**src/rtl/vmem_fill_ctrl_pkg.sv**
```systemverilog
// Shared constants for the vmem fill engine: screen geometry, register map, status bits, FSM states.
// Latency: n/a (declarations only).
// Backpressure: n/a.
package vmem_fill_ctrl_pkg;

  localparam int LCD_W = 240;
  localparam int LCD_H = 240;

  // Byte offsets inside the fill-controller register window
  localparam logic [3:0] REG_XY    = 4'h0;
  localparam logic [3:0] REG_WH    = 4'h4;
  localparam logic [3:0] REG_COLOR = 4'h8;
  localparam logic [3:0] REG_CTRL  = 4'hC;

  // STATUS bit positions (read side of REG_CTRL)
  localparam int ST_BUSY = 0;
  localparam int ST_DONE = 1;
  localparam int ST_CLIP = 2;

  typedef enum logic [1:0] {
    S_IDLE = 2'd0,
    S_LOAD = 2'd1,
    S_RUN  = 2'd2
  } state_t;

endpackage

```
**src/rtl/vmem_fill_regs.sv**
```systemverilog
// Fill-engine config registers, sticky done/clipped flags and registered readback mux.
// Latency: writes take effect next cycle; rdata is valid one cycle after cfg_addr.
// Backpressure: none, every register access completes in one cycle.
// Ports: clk/rst; cfg_we/cfg_addr/cfg_wdata bus write; busy/clr_status/set_done/set_clip from the FSM;
//        x0/y0/w/h/color raw register values; start_req = CTRL write with bit0; done/clipped flags; rdata.
module vmem_fill_regs
  import vmem_fill_ctrl_pkg::*;
(
  input  logic        clk,
  input  logic        rst,
  input  logic        cfg_we,
  input  logic [3:0]  cfg_addr,
  input  logic [31:0] cfg_wdata,
  input  logic        busy,
  input  logic        clr_status,
  input  logic        set_done,
  input  logic        set_clip,
  output logic [7:0]  x0,
  output logic [7:0]  y0,
  output logic [7:0]  w,
  output logic [7:0]  h,
  output logic [2:0]  color,
  output logic        start_req,
  output logic        done,
  output logic        clipped,
  output logic [31:0] rdata
);

  logic [31:0] rd_mux;
  // Upper data bits have no register behind them
  logic        unused_wdata;

  assign unused_wdata = ^cfg_wdata[31:16];
  assign start_req    = cfg_we && (cfg_addr == REG_CTRL) && cfg_wdata[0];

  always_comb begin
    rd_mux = '0;
    case (cfg_addr)
      REG_XY:    rd_mux[15:0] = {y0, x0};
      REG_WH:    rd_mux[15:0] = {h, w};
      REG_COLOR: rd_mux[2:0]  = color;
      REG_CTRL: begin
        rd_mux[ST_BUSY] = busy;
        rd_mux[ST_DONE] = done;
        rd_mux[ST_CLIP] = clipped;
      end
      default:   rd_mux = '0;
    endcase
  end

  always_ff @(posedge clk) begin
    if (rst) begin
      x0      <= '0;
      y0      <= '0;
      w       <= '0;
      h       <= '0;
      color   <= '0;
      done    <= 1'b0;
      clipped <= 1'b0;
      rdata   <= '0;
    end else begin
      if (cfg_we) begin
        case (cfg_addr)
          REG_XY:    {y0, x0} <= cfg_wdata[15:0];
          REG_WH:    {h, w}   <= cfg_wdata[15:0];
          REG_COLOR: color    <= cfg_wdata[2:0];
          default:   ;
        endcase
      end
      // Clear and set never coincide: clear only happens in IDLE, set only outside it
      if (clr_status) begin
        done    <= 1'b0;
        clipped <= 1'b0;
      end
      if (set_done) done    <= 1'b1;
      if (set_clip) clipped <= 1'b1;
      rdata <= rd_mux;
    end
  end

endmodule

```
**src/rtl/vmem_fill_ctrl.sv**
```systemverilog
// Rectangle-fill engine and vmem write arbiter; CPU pixel writes win over engine pixels.
// Latency: CPU write -> vmem 1 cycle; start write -> first engine pixel on vmem 3 cycles.
// Backpressure: a CPU write stalls the scan for that cycle; no engine pixel is dropped.
// Ports: clk_i/rst_i; cfg_* register bus with registered cfg_rdata_o; cpu_* pixel writes;
//        vmem_* registered write port {y,x} address; busy_o high outside IDLE.
module vmem_fill_ctrl #(
  parameter int LCD_W = 240,
  parameter int LCD_H = 240
) (
  input  logic        clk_i,
  input  logic        rst_i,
  input  logic        cfg_we_i,
  input  logic [3:0]  cfg_addr_i,
  input  logic [31:0] cfg_wdata_i,
  output logic [31:0] cfg_rdata_o,
  input  logic        cpu_we_i,
  input  logic [15:0] cpu_addr_i,
  input  logic [2:0]  cpu_wdata_i,
  output logic        vmem_we_o,
  output logic [15:0] vmem_addr_o,
  output logic [2:0]  vmem_wdata_o,
  output logic        busy_o
);
  import vmem_fill_ctrl_pkg::*;

  state_t      state, state_nxt;
  logic [7:0]  x0, y0, w, h;
  logic [2:0]  color;
  logic        start_req, done, clipped;
  logic        start_acc, issue, set_done, set_clip;

  // Working copies latched in LOAD, so register writes during a fill only affect the next one
  logic [7:0]  wx0, wx_end, wy_end, cx, cy;
  logic [2:0]  wcolor;

  logic [8:0]  room_w, room_h;
  logic        over_w, over_h, empty;
  logic [7:0]  w_eff, h_eff, x_end, y_end;

  assign busy_o = (state != S_IDLE);

  vmem_fill_regs u_regs (
    .clk        (clk_i),
    .rst        (rst_i),
    .cfg_we     (cfg_we_i),
    .cfg_addr   (cfg_addr_i),
    .cfg_wdata  (cfg_wdata_i),
    .busy       (busy_o),
    .clr_status (start_acc),
    .set_done   (set_done),
    .set_clip   (set_clip),
    .x0         (x0),
    .y0         (y0),
    .w          (w),
    .h          (h),
    .color      (color),
    .start_req  (start_req),
    .done       (done),
    .clipped    (clipped),
    .rdata      (cfg_rdata_o)
  );

  // Clipping. room_* goes negative (bit 8 set) when the origin is past the edge
  // and is zero when it sits exactly on it; both mean an empty rectangle.
  always_comb begin
    room_w = 9'(LCD_W) - {1'b0, x0};
    room_h = 9'(LCD_H) - {1'b0, y0};
    empty  = room_w[8] || (room_w == 9'd0) || room_h[8] || (room_h == 9'd0) ||
             (w == 8'd0) || (h == 8'd0);
    over_w = ({1'b0, w} > room_w);
    over_h = ({1'b0, h} > room_h);
    // Only meaningful when not empty, where room_* <= 240 fits in 8 bits
    w_eff  = over_w ? room_w[7:0] : w;
    h_eff  = over_h ? room_h[7:0] : h;
    x_end  = x0 + w_eff - 8'd1;
    y_end  = y0 + h_eff - 8'd1;
  end

  always_comb begin
    state_nxt = state;
    start_acc = 1'b0;
    issue     = 1'b0;
    set_done  = 1'b0;
    set_clip  = 1'b0;
    case (state)
      S_IDLE: begin
        if (start_req) begin
          start_acc = 1'b1;
          state_nxt = S_LOAD;
        end
      end
      S_LOAD: begin
        if (empty) begin
          set_done  = 1'b1;
          state_nxt = S_IDLE;
        end else begin
          set_clip  = over_w || over_h;
          state_nxt = S_RUN;
        end
      end
      S_RUN: begin
        if (!cpu_we_i) begin
          issue = 1'b1;
          if ((cx == wx_end) && (cy == wy_end)) begin
            set_done  = 1'b1;
            state_nxt = S_IDLE;
          end
        end
      end
      default: state_nxt = S_IDLE;
    endcase
  end

  always_ff @(posedge clk_i) begin
    if (rst_i) begin
      state        <= S_IDLE;
      wx0          <= '0;
      wx_end       <= '0;
      wy_end       <= '0;
      cx           <= '0;
      cy           <= '0;
      wcolor       <= '0;
      vmem_we_o    <= 1'b0;
      vmem_addr_o  <= '0;
      vmem_wdata_o <= '0;
    end else begin
      state <= state_nxt;

      if (state == S_LOAD) begin
        wx0    <= x0;
        wx_end <= x_end;
        wy_end <= y_end;
        cx     <= x0;
        cy     <= y0;
        wcolor <= color;
      end else if (issue) begin
        // Row wrap is folded into the same cycle, so there is no bubble between rows
        if (cx == wx_end) begin
          cx <= wx0;
          cy <= cy + 8'd1;
        end else begin
          cx <= cx + 8'd1;
        end
      end

      if (cpu_we_i) begin
        vmem_we_o    <= 1'b1;
        vmem_addr_o  <= cpu_addr_i;
        vmem_wdata_o <= cpu_wdata_i;
      end else if (issue) begin
        vmem_we_o    <= 1'b1;
        vmem_addr_o  <= {cy, cx};
        vmem_wdata_o <= wcolor;
      end else begin
        vmem_we_o    <= 1'b0;
      end
    end
  end

endmodule

```
**config.mk**
```make
export PLATFORM = sky130hd
export DESIGN_NAME = vmem_fill_ctrl
export DESIGN_NICKNAME = d
export VERILOG_FILES = /design/src/rtl/vmem_fill_ctrl_pkg.sv /design/src/rtl/vmem_fill_regs.sv /design/src/rtl/vmem_fill_ctrl.sv
export SDC_FILE = /design/constraint.sdc
export NUM_CORES = 1
export LEC_CHECK = 0
export BUFFER_PORTS_ARGS = -buffer_cell sky130_fd_sc_hd__buf_2
export CORE_MARGIN = 2
export CORE_UTILIZATION = 35
export CTS_BUF_LIST = sky130_fd_sc_hd__clkbuf_4 sky130_fd_sc_hd__clkbuf_8 sky130_fd_sc_hd__clkbuf_16
export DETAILED_ROUTE_END_ITERATION = 10
export PLACE_DENSITY_LB_ADDON = 0.2
export SYNTH_ARGS = -nofsm -noshare
export SYNTH_HDL_FRONTEND = slang
export SYNTH_SLANG_ARGS = --single-unit
```
**constraint.sdc**
```tcl
create_clock -name clk_i -period 12.9 [get_ports clk_i]
set_clock_uncertainty 0.2 [all_clocks]
set_input_delay 0.645 -clock clk_i [delete_from_list [all_inputs] [get_ports clk_i]]
set_output_delay 0.645 -clock clk_i [all_outputs]
set_load 0.01 [all_outputs]
```
# --- Word level (Yosys, flattened, before mapping) ---
# Index checks and enable logic that the tools add are counted.
word_totals:
  regBits: 134
  input_bits: 59
  output_inout_bits: 53
  wordCells: 99
op_classes:
  add_sub_neg: 8
  order_cmp: 2
  n_eq_ne: 10
  n_mux: 34
  n_reduce_logical: 26
ops:
  columns: ["operator", "n"]
  rows:
  - ["$mux 8", 8]
  - ["$mux 16", 2]
  - ["$pmux 13 s2", 1]
  - ["$gt 8x9->1", 2]
  - ["$logic_not 9->1", 2]
  - ["$sub 8x8->9 const A", 2]
  - ["$add 8x1->8 const B", 2]
  - ["$add 8x8->8", 2]
  - ["$eq 8x8->1", 2]
  - ["$logic_not 8->1", 2]
  - ["$sub 8x1->8 const B", 2]
  - ["$mux 1", 14]
  - ["$pmux 3 s4", 1]
  - ["$reduce_bool 2->1", 6]
  - ["$eq 4x4->1 const B", 2]
  - ["$mux 2", 4]
  - ["$reduce_and 2->1", 4]
  - ["$logic_or 1x1->1", 6]
  - ["$mux 3", 2]
  - ["$ne 2x2->1 const B", 3]
  - ["$pmux 2 s3", 1]
  - ["$eq 4x3->1 const B", 1]
  - ["$logic_not 4->1", 1]
  - ["$logic_and 1x1->1", 3]
  - ["5 further kinds", 5]

# --- Longest topological paths before layout ---
depth:
  ltp_word: 10
  ltp_mapped: 26
  mapped_depth_nobuf: 25

# --- Modules after synthesis ---
# Synthesis repeated with hierarchy kept, for this count alone.
unflattened:
  cells_unflattened: 857
  area_unflattened_um2: 7114.3
modules_own_cells:
  columns: ["module", "n_inst", "cells_each", "area_per_inst_um2", "seq_area_each_um2"]
  rows:
  - ["vmem_fill_ctrl", 1, 607, 4927.2, 1301.2]
  - ["vmem_fill_regs", 1, 250, 2187.1, 1061.0]

# --- Worst setup path before layout ---
# No wires, ideal clock.
synth_timing:
  kind: "register -> register"
  from: "register u_regs.x0[1]"
  to: "register wx_end[7]"
  setup_time_ps: 73
  arrival_ps: 4939
  t_required_ps: 12627
  path_slack_ps: 7687
  path_stages_with_launch: 24
  path_buffers: 2
  synth_period_minus_slack_ps: 5213
  path_cell_list: "dfxtp_1 -> clkbuf_1 -> inv_1 -> ha_1 -> nor3b_2 -> xnor2_1 -> ha_1 -> nand4_1 -> o221ai_1 -> maj3_2 -> o211ai_2 -> a221oi_2 -> buf_2 -> mux2_1 -> ha_1 -> inv_1 -> fa_1 -> a21o_1 -> a21oi_1 -> o21bai_1 -> a21oi_1 -> xnor2_1 -> mux4_2 -> nor3_2"
synth_via:
  elab_chain_cells: 5
synth_rtl:
  columns: ["element", "line_no", "text"]
  rows:
  - ["from (decl)", "vmem_fill_regs.sv:18", "output logic [7:0] x0,"]
  - ["from (signal assigned)", "vmem_fill_regs.sv:64", "REG_XY: {y0, x0} <= cfg_wdata[15:0];"]
  - ["$sub 8x8->9", "vmem_fill_ctrl.sv:66", "room_w = 9'(LCD_W) - {1'b0, x0};"]
  - ["$gt 8x9->1", "vmem_fill_ctrl.sv:70", "over_w = ({1'b0, w} > room_w);"]
  - ["$mux 8", "vmem_fill_ctrl.sv:73", "w_eff = over_w ? room_w[7:0] : w;"]
  - ["$add 8x8->8 (*)", "vmem_fill_ctrl.sv:75", "x_end = x0 + w_eff - 8'd1;"]
  - ["$sub 8x1->8 (*)", "vmem_fill_ctrl.sv:75", null]
  - ["to (signal assigned)", "vmem_fill_ctrl.sv:131", "wx_end <= x_end;"]
  - ["to (decl)", "vmem_fill_ctrl.sv:33", "logic [7:0] wx0, wx_end, wy_end, cx, cy;"]
# Every way passes the cells marked *; elsewhere a longest branch is shown, timed or not.
# A chain may end at the register's enable or synchronous reset.

# --- Final worst setup path ---
layout_timing:
  from: "register u_regs.x0[0]"
  to: "register wx_end[7]"
# Same word-level chain as after synthesis.

==> out/qor.yml <==
status:
  outcome: "completed"
critical_path:
  crit_top_cell: "ha_1"
  crit_type: "register to register"
  cp-start-kind: "register"
  worst_r2r_startpoint: "u_regs.x0[0]"
  path_buf_inv: 3
  cp_top_delay_family: "adder cells"
  slowest_delay_ns: 0.63
  critPathCaptureType: "register"
  crit-reg2reg-capture: "wx_end[7]"
  critical_path_at_ns: 5.79
  r2r_depth: 22
  worst_path_max_delay_cell: "dfxtp_1"
  reg_to_reg_setup_timing_slack_ns: 7.26
  cp_data_required_time_ns: 13.05
  crit_chain: "inv_1 > ha_1 > nor3b_2 > xnor2_1 > ha_1 > nand4_1 > o221ai_1 > maj3_2 > o211ai_2 > a221oi_2 > buf_4 > mux2_1 > ha_1 > inv_1 > fa_1 > a21o_1 > a21oi_1 > o21bai_1 > a21oi_1 > xnor2_1 > mux4_2 > nor3_2"
  cp_max_fo: 12
routing:
  drc: 0
  detail_route.vias_per_cell: 4.84
  drt.antenna.violating_nets: 0
  wl_per_cell_um: 14.6
  detail_route.wirelength_mm: 17.4
  count_of_routing_violations_after_the_opening_detailed_route_iteration: 262
  drt-pass1-iter-count: 5
  route.vias.total: 5788
synthesis:
  netlist.top_cell.by_area: "dfxtp_1"
  yosys_warns: 0
  yosys-top-cells-area: "dfxtp_1, ha_1, a21oi_1"
  yosysSeqAreaShare: 0.338
  mappedNetlistArea_um2: 6990
  ys_seq_elements: 118
  synthXorXnorAreaFrac: 0.0538
  post_synth.cell_area_avg_um2: 8.04
  synth_top_area_share: 0.338
  synthFlopType: "dfxtp_1"
  syn-instance-count: 870
  netlist-cell-type-count: 70
  synth-compound-area-share: 0.167
  synth_simple_gate_area_share: 0.188
  synth-async-reset-ratio: 0
  synth_enable_flop_cells: 0
  adder_cell_share_of_the_synthesized_area: 0.0896
  post_synth_mux_area_share: 0.0778
  dominant_combinational_cell_family_by_area_after_synthesis: "simple AND/OR/NAND/NOR gates"
place:
  pre_cts_ws_ns: 7.23
  place_hpwl_mm: 12.3
  port_buffers: 79
  placed_cells: 1162
  gp_congestion: 0.797
floorplan:
  initial_core_util: 0.358
  full_die_area_um2: 21100
  boundaryPins: 112
  placementRows: 51
  die_width_um: 145
  die_y_um: 145
  core_um2: 19500
global_route:
  globalRouteMet1Util: 0.262
  antenna_violations_before_repair: 0
  grt_first_pass_wirelength_mm: 28.7
  via_count_of_the_first_global_routing_pass: 5388
  met3_capacity_usage_during_global_routing: 0.0379
  grt_max_degree: 82
  grtUsageTotal: 0.167
  gr-max-usage-layer: "met1"
  grt_overflow: 0
  grt_util_met2: 0.225
clock_tree:
  clk_lat_worst_skew_ns: 0.42
  htreeDepth: 4
  post_cts_resized: 0
  holdBufCountCts: 0
  cts_sinks: 118
  cts_inserted_buffers: 17
  max-clock-path-buffers: 2
  post_cts_setup_repair_buffer_count: 0
  tritoncts: "yes"
  path_clk_slew_ns: 0.05
  ctsRootBufferMaster: "clkbuf_16"
layout:
  finalCoreUtilization: 0.413
  post_layout_nonfiller_instances: 1195
  multi_input_comb_area_um2: 4110
  finish.net_count: 1023
  seqCellArea_um2: 2360
  post_route_cells_drive_above_1_share: 0.152
  num-fill-cells: 2036
  mostFrequentLayoutCells: "dfxtp_1, nor2_1, nand2_1, a21oi_1, buf_2"
  flow.area_growth_from_synthesis_pct: 15.3
  layout.cells.most_common: "dfxtp_1"
sta:
  grt_setup_unrepaired: "false"
  period_share: 0.437
  timing_hold_violations_final: 0
  timing.final.setup_violations: 0
  final.setup.worst_slack_ns: 7.26
  final.min_clock_period_ns: 5.64
  fin_setup_tns_ns: 0
  tightestPinTransition_ns: 0.919
  timing.final.max_slew_violations: 0
  timing.fmax_mhz: 177
  maxSlewHeadroom: 0.385
job:
  maxCapViolations: 0
min_path:
  worst_hold_path.endpoint: "wx0[2]"
  min_from: "wx0[2]"
  worst_hold_path_type: "register to register"
  worst_hold_path_cells: 2
pwr:
  power-per-cell-area_nw_per_um2: 112
  power_uw: 907
  p_leak_nw: 3.22
  peakVddDrop_v: 0.0000828
## worst reg2reg max path: cells and delay by family (launching register included)
family,cells,cell delay (ns)
buf+inv,3,0.44
mux,2,0.66
simple gates,3,0.50
compound gates,7,1.26
fa+ha+maj,5,1.58
xor+xnor,2,0.31
flops,1,0.63
## synthesized netlist by cell type, drive strengths merged, types with 3 or more instances
library cell and n:
dfxtp 118, buf 32, a22oi 18, o211ai 4
nand4 12, o21ai 22, nor2b 10, inv 64
nand3 9, mux2i 42, nor4 11, and2 6
clkbuf 40, o21bai 3, o41ai 3, xor2 13
nor2 108, a211oi 16, nor3 9, a31oi 4
a21o 8, xnor2 30, nand2 102, ha 46
and3 5, mux2 7, nor3b 4, nand3b 3
a21oi 89
## how the worst max path moves through the flow
stage | from | cells after the start | to
floorplan | u_regs.x0[1] | 23 | wx_end[7]
global placement | u_regs.x0[0] | 22 | wx_end[7]
detailed placement | u_regs.x0[0] | 22 | wx_end[7]
CTS | u_regs.x0[0] | 22 | wx_end[7]
global route | u_regs.x0[0] | 22 | wx_end[7]
finish | u_regs.x0[0] | 22 | wx_end[7]
## through the flow
stage	hold slack [ns]	cell area, um2
detailed placement	0.253	7480
global route	0.259	8070
CTS	0.245	8070
finish	0.257	8070
global placement	0.254	7480
floorplan	0.228	7050
## metal layers
| metal | part of all wire | vias to the layer above |
|---|---|---|
| met4 | 0.0086 | 0 |
| met3 | 0.044 | 11 |
| met5 | 0 | - |
| li1 | - | 3042 |
| met2 | 0.38 | 138 |
| met1 | 0.57 | 2597 |
## registers in the layout, summed over array words and instances, names as in the netlist
name	flops
u_regs.rdata	16
vmem_addr_o	16
cx	8
cy	8
u_regs.h	8
u_regs.w	8
u_regs.x0	8
u_regs.y0	8
wx0	8
wx_end	8
wy_end	8
u_regs.color	3
vmem_wdata_o	3
wcolor	3
state	2
u_regs.clipped	1
u_regs.done	1
vmem_we_o	1
## cells by family after synthesis
logic type               after synthesis
flip-flops                           118
AO/OA/AOI/OAI                        183
multiplexers                          51
buffers and inverters                136
other                                  1
XOR/XNOR                              43
adder cells (fa/ha/maj)               49
AND/OR/NAND/NOR                      289
## report_power, final
group / internal [mW] / switching [mW]
sequential: 0.371 / 0.00619
combinational: 0.0269 / 0.0410
clock: 0.296 / 0.167
total: 0.694 / 0.214
## area by class of cell
cell class / count / area share
tap: 265 / 0.0411
inverter: 64 / 0.0298
clock inverter: 7 / 0.00853
multi-input combinational: 631 / 0.509
sequential: 118 / 0.293
antenna: 1 / 0.000310
clock buffer: 25 / 0.0641
timing repair buffer: 84 / 0.0540
Note: power is estimated with default switching activity, not from simulation.
